**config.mk**
```make
export PLATFORM = sky130hd
export DESIGN_NAME = ring_stop_arbiter
export DESIGN_NICKNAME = d
export VERILOG_FILES = /design/src/rtl/ring_pkg.sv /design/src/rtl/rr_arbiter.sv /design/src/rtl/ring_stop_arbiter.sv
export SDC_FILE = /design/constraint.sdc
export NUM_CORES = 1
export LEC_CHECK = 0
export BUFFER_PORTS_ARGS = -buffer_cell sky130_fd_sc_hd__buf_4
export CAP_MARGIN = 20
export CELL_PAD_IN_SITES_DETAIL_PLACEMENT = 1
export CELL_PAD_IN_SITES_GLOBAL_PLACEMENT = 2
export CORE_ASPECT_RATIO = 1.1
export CORE_UTILIZATION = 28
export CTS_BUF_LIST = sky130_fd_sc_hd__clkbuf_4
export DETAILED_ROUTE_END_ITERATION = 16
export PLACE_DENSITY = 0.88
export SLEW_MARGIN = 20
export SYNTH_ARGS = -nofsm -noshare
export SYNTH_HDL_FRONTEND = slang
export SYNTH_SLANG_ARGS = --single-unit
```
**constraint.sdc**
```tcl
create_clock -name clk -period 8.15 [get_ports clk]
set_clock_uncertainty 0.05 [all_clocks]
set_input_delay 0 -clock clk [delete_from_list [all_inputs] [get_ports clk]]
set_output_delay 0 -clock clk [all_outputs]
set_load 0.05 [all_outputs]
```
**src/rtl/ring_pkg.sv**
```systemverilog
// Shared types for the slotted ring: message layout, ring-wide sizes and
// the per-stop throttle state encoding.
package ring_pkg;

    localparam int unsigned RING_NODES = 8;
    localparam int unsigned RING_PAY_W = 32;
    localparam int unsigned ID_W       = $clog2(RING_NODES);

    typedef struct packed {
        logic [ID_W-1:0]       dest;
        logic [ID_W-1:0]       src;
        logic [RING_PAY_W-1:0] payload;
    } ring_msg_t;

    typedef enum logic {
        RUN      = 1'b0,
        THROTTLE = 1'b1
    } stop_state_e;

endpackage

```
**src/rtl/rr_arbiter.sv**
```systemverilog
// Round-robin selector: scans the request vector starting at the pointer
// and grants the first active requester (one-hot, or zero when idle).
module rr_arbiter #(
    parameter int unsigned NUM_REQ = 4,
    parameter int unsigned PTR_W   = (NUM_REQ > 1) ? $clog2(NUM_REQ) : 1
) (
    input  logic [NUM_REQ-1:0] req_i,
    input  logic [PTR_W-1:0]   ptr_i,
    output logic [NUM_REQ-1:0] gnt_o,
    output logic [PTR_W-1:0]   gnt_idx_o
);

    logic             found_s;
    logic [PTR_W-1:0] cand_s;

    // Walk requesters in rotated order from ptr_i; the first active one wins.
    always_comb begin
        gnt_o     = '0;
        gnt_idx_o = '0;
        found_s   = 1'b0;
        cand_s    = '0;
        for (int unsigned off = 0; off < NUM_REQ; off++) begin
            cand_s = PTR_W'((32'(ptr_i) + off) % NUM_REQ);
            if (!found_s && req_i[cand_s]) begin
                gnt_o[cand_s] = 1'b1;
                gnt_idx_o     = cand_s;
                found_s       = 1'b1;
            end else begin
                found_s = found_s;
            end
        end
    end

endmodule

```
**src/rtl/ring_stop_arbiter.sv**
```systemverilog
// One stop of a bufferless slotted ring: ejects messages addressed to this
// node, forwards everything else one cycle later, and injects local
// requests into free slots with round-robin fairness and a starvation
// throttle that asks the upstream stop to leave a slot empty.
module ring_stop_arbiter
    import ring_pkg::*;
#(
    parameter int unsigned NODE_ID      = 0,
    parameter int unsigned NUM_NODES    = 8,
    parameter int unsigned NUM_REQ      = 4,
    parameter int unsigned PAY_W        = 32,
    parameter int unsigned STARVE_LIMIT = 16
) (
    input  logic                       clk,
    input  logic                       rst_l,
    input  logic                       ring_in_valid,
    input  ring_msg_t                  ring_in_msg,
    output logic                       ring_out_valid,
    output ring_msg_t                  ring_out_msg,
    input  logic [NUM_REQ-1:0]         req_valid,
    input  ring_msg_t [NUM_REQ-1:0]    req_msg,
    output logic [NUM_REQ-1:0]         req_ready,
    output logic                       eject_valid,
    output ring_msg_t                  eject_msg,
    input  logic                       eject_ready,
    input  logic                       throttle_in,
    output logic                       throttle_out,
    output logic [15:0]                inject_cnt,
    output logic [15:0]                eject_cnt,
    output logic [15:0]                deflect_cnt,
    output logic                       bad_dest
);

    localparam int unsigned PTR_W    = (NUM_REQ > 1) ? $clog2(NUM_REQ) : 1;
    localparam int unsigned STARVE_W = $clog2(STARVE_LIMIT + 1);
    localparam logic [ID_W-1:0]     MY_ID      = ID_W'(NODE_ID % NUM_NODES);
    localparam logic [STARVE_W-1:0] STARVE_MAX = STARVE_W'(STARVE_LIMIT);
    localparam logic [PTR_W-1:0]    LAST_REQ   = PTR_W'(NUM_REQ - 1);

    // The message type is fixed by ring_pkg; the ring sizing parameters must agree with it.
    if ((NUM_NODES != RING_NODES) || (PAY_W != RING_PAY_W)) begin : g_param_check
        $error("ring_stop_arbiter: NUM_NODES/PAY_W disagree with ring_pkg");
    end

    logic                eject_hit_s;
    logic                eject_take_s;
    logic                slot_free_s;
    logic                inj_ok_s;
    logic [NUM_REQ-1:0]  arb_req_s;
    logic [NUM_REQ-1:0]  arb_gnt_s;
    logic [PTR_W-1:0]    arb_idx_s;
    logic                gnt_any_s;
    ring_msg_t           sel_msg_s;

    logic                ring_out_valid_q, ring_out_valid_d;
    ring_msg_t           ring_out_msg_q,   ring_out_msg_d;
    logic [15:0]         inject_cnt_q,     inject_cnt_d;
    logic [15:0]         eject_cnt_q,      eject_cnt_d;
    logic [15:0]         deflect_cnt_q,    deflect_cnt_d;
    logic                bad_dest_q,       bad_dest_d;
    logic [PTR_W-1:0]    rr_ptr_q,         rr_ptr_d;
    logic [STARVE_W-1:0] starve_cnt_q,     starve_cnt_d;
    stop_state_e         state_q,          state_d;

    // Ejection and injection are suppressed while reset is held so nothing
    // is handed out or accepted that the reset would immediately discard.
    assign eject_hit_s  = rst_l && ring_in_valid && (ring_in_msg.dest == MY_ID);
    assign eject_take_s = eject_hit_s && eject_ready;
    assign slot_free_s  = !ring_in_valid || eject_take_s;
    assign inj_ok_s     = rst_l && slot_free_s && ((state_q == THROTTLE) || !throttle_in);
    assign arb_req_s    = req_valid & {NUM_REQ{inj_ok_s}};
    assign gnt_any_s    = |arb_gnt_s;
    assign sel_msg_s    = req_msg[arb_idx_s];

    rr_arbiter #(
        .NUM_REQ (NUM_REQ),
        .PTR_W   (PTR_W)
    ) u_rr_arbiter (
        .req_i     (arb_req_s),
        .ptr_i     (rr_ptr_q),
        .gnt_o     (arb_gnt_s),
        .gnt_idx_o (arb_idx_s)
    );

    assign req_ready      = arb_gnt_s;
    assign eject_valid    = eject_hit_s;
    assign eject_msg      = ring_in_msg;
    assign ring_out_valid = ring_out_valid_q;
    assign ring_out_msg   = ring_out_msg_q;
    assign inject_cnt     = inject_cnt_q;
    assign eject_cnt      = eject_cnt_q;
    assign deflect_cnt    = deflect_cnt_q;
    assign bad_dest       = bad_dest_q;
    assign throttle_out   = (state_q == THROTTLE);

    // Next slot contents, event counters, fairness pointer and starvation FSM.
    always_comb begin
        ring_out_valid_d = 1'b0;
        ring_out_msg_d   = '0;
        inject_cnt_d     = inject_cnt_q;
        eject_cnt_d      = eject_cnt_q;
        deflect_cnt_d    = deflect_cnt_q;
        bad_dest_d       = bad_dest_q;
        rr_ptr_d         = rr_ptr_q;
        starve_cnt_d     = starve_cnt_q;
        state_d          = state_q;

        // A grant only happens on a free slot, so it never displaces pass-through.
        if (gnt_any_s) begin
            ring_out_valid_d = 1'b1;
            ring_out_msg_d   = sel_msg_s;
            inject_cnt_d     = inject_cnt_q + 16'd1;
            bad_dest_d       = bad_dest_q | (sel_msg_s.dest == MY_ID);
            rr_ptr_d         = (arb_idx_s == LAST_REQ) ? {PTR_W{1'b0}} : arb_idx_s + PTR_W'(1);
        end else if (ring_in_valid && !eject_take_s) begin
            ring_out_valid_d = 1'b1;
            ring_out_msg_d   = ring_in_msg;
        end else begin
            ring_out_valid_d = 1'b0;
            ring_out_msg_d   = '0;
        end

        if (eject_take_s) begin
            eject_cnt_d = eject_cnt_q + 16'd1;
        end else begin
            eject_cnt_d = eject_cnt_q;
        end

        if (eject_hit_s && !eject_ready) begin
            deflect_cnt_d = deflect_cnt_q + 16'd1;
        end else begin
            deflect_cnt_d = deflect_cnt_q;
        end

        if (gnt_any_s || !(|req_valid)) begin
            starve_cnt_d = '0;
        end else if (starve_cnt_q != STARVE_MAX) begin
            starve_cnt_d = starve_cnt_q + STARVE_W'(1);
        end else begin
            starve_cnt_d = starve_cnt_q;
        end

        case (state_q)
            RUN:      state_d = (starve_cnt_d == STARVE_MAX) ? THROTTLE : RUN;
            THROTTLE: state_d = gnt_any_s ? RUN : THROTTLE;
            default:  state_d = RUN;
        endcase
    end

    // State register; reset drops any in-flight slot and clears all history.
    always_ff @(posedge clk or negedge rst_l) begin
        if (!rst_l) begin
            ring_out_valid_q <= 1'b0;
            ring_out_msg_q   <= '0;
            inject_cnt_q     <= 16'd0;
            eject_cnt_q      <= 16'd0;
            deflect_cnt_q    <= 16'd0;
            bad_dest_q       <= 1'b0;
            rr_ptr_q         <= '0;
            starve_cnt_q     <= '0;
            state_q          <= RUN;
        end else begin
            ring_out_valid_q <= ring_out_valid_d;
            ring_out_msg_q   <= ring_out_msg_d;
            inject_cnt_q     <= inject_cnt_d;
            eject_cnt_q      <= eject_cnt_d;
            deflect_cnt_q    <= deflect_cnt_d;
            bad_dest_q       <= bad_dest_d;
            rr_ptr_q         <= rr_ptr_d;
            starve_cnt_q     <= starve_cnt_d;
            state_q          <= state_d;
        end
    end

endmodule

```
==> summary.txt <==
status: finished clean
CP Launch Type: flop
dpl cells: 1138
Slew headroom: 29.09%
Sum Neg Setup Slack: 0 ns
first drt pass iteration count: 4
arrival time at the worst endpoint: 5.75 ns
vias in the first global route: 6466
DP Worst Slack: 3.255 ns
Worst Setup Path Type: reg -> reg
critical path's slowest cell: o221ai_4
number of flops mapped to enable cells by yosys: 0
Worst Setup Slack, final: 2.698 ns
die area: 22070 um^2
synth unique cells: 57
cell area after synthesis: 6013 um^2
Final Cycle Share: 66.89%
CTS H-Tree Depth: 3
register area share after synthesis: 39.95%
commonest non-fill, non-tap cells in the layout: buf_4 (334), nand2_1 (98), dfrtp_1 (96)
Mapped Nets: 801
RSZ-0062 raised after global routing: false
largest net degree at the start of global routing: 58
Max Root-Sink Buffers: 2
port bufs: 330
Area growth, synth to finish: 55.37%
DRT iter0 DRCs: 146
layout cells sized above 1: 38.41%
Die W: 141.7 um
crit path cell chain: inv_1, ha_1, mux4_2, nor2b_4, or4_1, o221ai_4, buf_4, mux2i_1, nand2_1, a32o_1, dlygate4sd3_1
number of diodes: 0
initial antenna violation count: 0
f_max: 0.1834 GHz
Die Height: 155.7 um
Worst Max-Slew Pin Slew: 1.064 ns
synthesis-stage register bit count: 96
minimum clock period: 5.452 ns
initial core utilization: 28.93%
# hold bufs at CTS: 83
Critical Path Fanout Max: 32
Cell Count, Final, Fillers Out: 1238
average cell area after synthesis: 10.16 um^2
TritonCTS clock tree: built
Wirelength per Cell: 19.06 um
GRT overflow: 0
Rows: 55
fin nets: 1157
Setup Buffers After CTS: 0
Hold Vio Cnt, Final: 0
CTS root buf: clkbuf_4
Lkg Pwr: 0.005045 uW
Worst-path clk slew: 0.16 ns
Ports: 331
Vias per Instance: 4.853
global placement routability congestion: 0.8473
hold crit path type: in -> async
first-pass GRT wire length: 35490 um
Pwr Density: 210.4 nW/um^2
# DRC: 0
Critical Path RT: 8.44 ns
post-DP HPWL: 17530 um
post-synthesis async set-or-reset flop share: 100.0%
Pins Over Slew Limit: 0
CTS sink cnt: 96
post-route core utilization: 44.95%
worst skew pair latency: 0.45 ns
GRT Total Usage: 21.13%
Synth Flop Type: dfrtp_1
Critical Path End Type: flop
total number of vias: 6008
max_cap viols: 0
synth warn: 0
PnR Total Power: 1965 uW
kind of cell adding the most delay to the critical path: buffers and inverters
Post-DRT Antenna Nets: 0
worst path buffer plus inverter count: 3
most common cell after layout, fill and taps aside: buf_4
final setup violation count: 0
cts repair resizes: 0
drt total wl: 23600 um
Worst VDD drop: 0.08020 mV
core area: 20780 um^2
slowest stage delay, CP: 0.80 ns
TritonCTS Buffers: 9
Cells after Synth: 592
where the power goes:
part | switching (uW) | internal, uW
logic | 648 | 430
clock network | 186 | 65.8
registers | 75.6 | 560
state kept, by name, summed over array words and instances, names as in the netlist, named ones only:
name            count
ring_out_msg       38
deflect_cnt        16
eject_cnt          16
inject_cnt         16
starve_cnt_q        5
bad_dest            1
ring_out_valid      1
rr_ptr_q            1
throttle_out        1
routing by layer:
| metal | up-vias | share of wire, % | global-route usage, % |
|---|---|---|---|
| met3 | 23 | 5.2 | 3.959 |
| met2 | 215 | 53 | 39.50 |
| met1 | 2984 | 40 | 24.38 |
| li1 | 2786 | - | - |
| met4 | 0 | 1.6 | 5.684 |
| met5 | - | 0 | 0 |
synthesized netlist by cell type, types with 3 or more instances:
| cell | count | area [um^2] |
|---|---|---|
| clkbuf_1 | 13 | 48.80 |
| nand3_1 | 16 | 80.08 |
| ha_1 | 10 | 125.1 |
| nand3b_1 | 3 | 22.52 |
| nor2_1 | 13 | 48.80 |
| dfrtp_1 | 96 | 2402 |
| xnor2_1 | 36 | 315.3 |
| a21oi_1 | 8 | 40.04 |
| nor3b_1 | 3 | 22.52 |
| or2_2 | 3 | 18.77 |
| nor3_1 | 15 | 75.07 |
| o31ai_1 | 4 | 30.03 |
| a22oi_1 | 3 | 22.52 |
| buf_4 | 43 | 322.8 |
| nand2b_1 | 4 | 25.02 |
| mux2i_1 | 73 | 730.7 |
| inv_1 | 10 | 37.54 |
| buf_12 | 4 | 80.08 |
| buf_6 | 7 | 78.83 |
| a21o_1 | 4 | 30.03 |
| a32o_1 | 37 | 370.4 |
| buf_1 | 4 | 15.01 |
| and3_1 | 16 | 100.1 |
| or3_1 | 4 | 25.02 |
| mux2_2 | 3 | 33.78 |
| o21ai_0 | 6 | 30.03 |
| o2111ai_1 | 3 | 26.28 |
| xor2_1 | 14 | 122.6 |
| o211ai_1 | 6 | 45.04 |
| nand2_1 | 98 | 367.9 |
cell families (layout without fill, tap and decap cells):
group / count (synthesis) / count (layout) / share of synthesized area (%)
simple gates: 188 / 188 / 14.79
fa+ha+maj: 10 / 10 / 2.081
mux: 79 / 79 / 13.65
xor+xnor: 50 / 50 / 7.283
flops: 96 / 96 / 39.95
compound gates: 86 / 86 / 12.38
buf+inv: 83 / 444 / 9.863
stage by stage:
step / area [um^2] / hold WS, ns
5_1_grt: 9343 / 0.04259
6_report: 9343 / 0.03147
4_1_cts: 9315 / 0.002382
2_1_floorplan: 6013 / -0.3456
3_5_place_dp: 8361 / -0.002156
3_3_place_gp: 8361 / -0.007624
final timing paths:
path	startpoint	slack (ns)	cells after the start	endpoint
worst max-delay path	flop	2.70	11	ring_out_msg[25]$_DFF_PN0_
worst min-delay path	rst_l	0.03	2	inject_cnt[15]$_DFFE_PN0N_
worst max register to register	flop	2.70	11	ring_out_msg[25]$_DFF_PN0_
worst min register to register	deflect_cnt[15]$_DFFE_PN0P_	0.44	1	deflect_cnt[15]$_DFFE_PN0P_
max in group asynchronous	rst_l	6.81	3	ring_out_msg[22]$_DFF_PN0_
min in group clk	req_msg[112]	0.05	3	bad_dest$_DFFE_PN0N_
area by class of cell:
cell class / count / area [um^2]
multi-input cells: 413 / 3057
fillers: 2429 / 11440
repair buffers: 418 / 3366
clock buffers: 9 / 67.56
well taps: 285 / 356.6
clock inverters: 7 / 56.30
flip-flops and latches: 96 / 2402
inverters: 10 / 37.54
(Power assumes the default switching activity.)
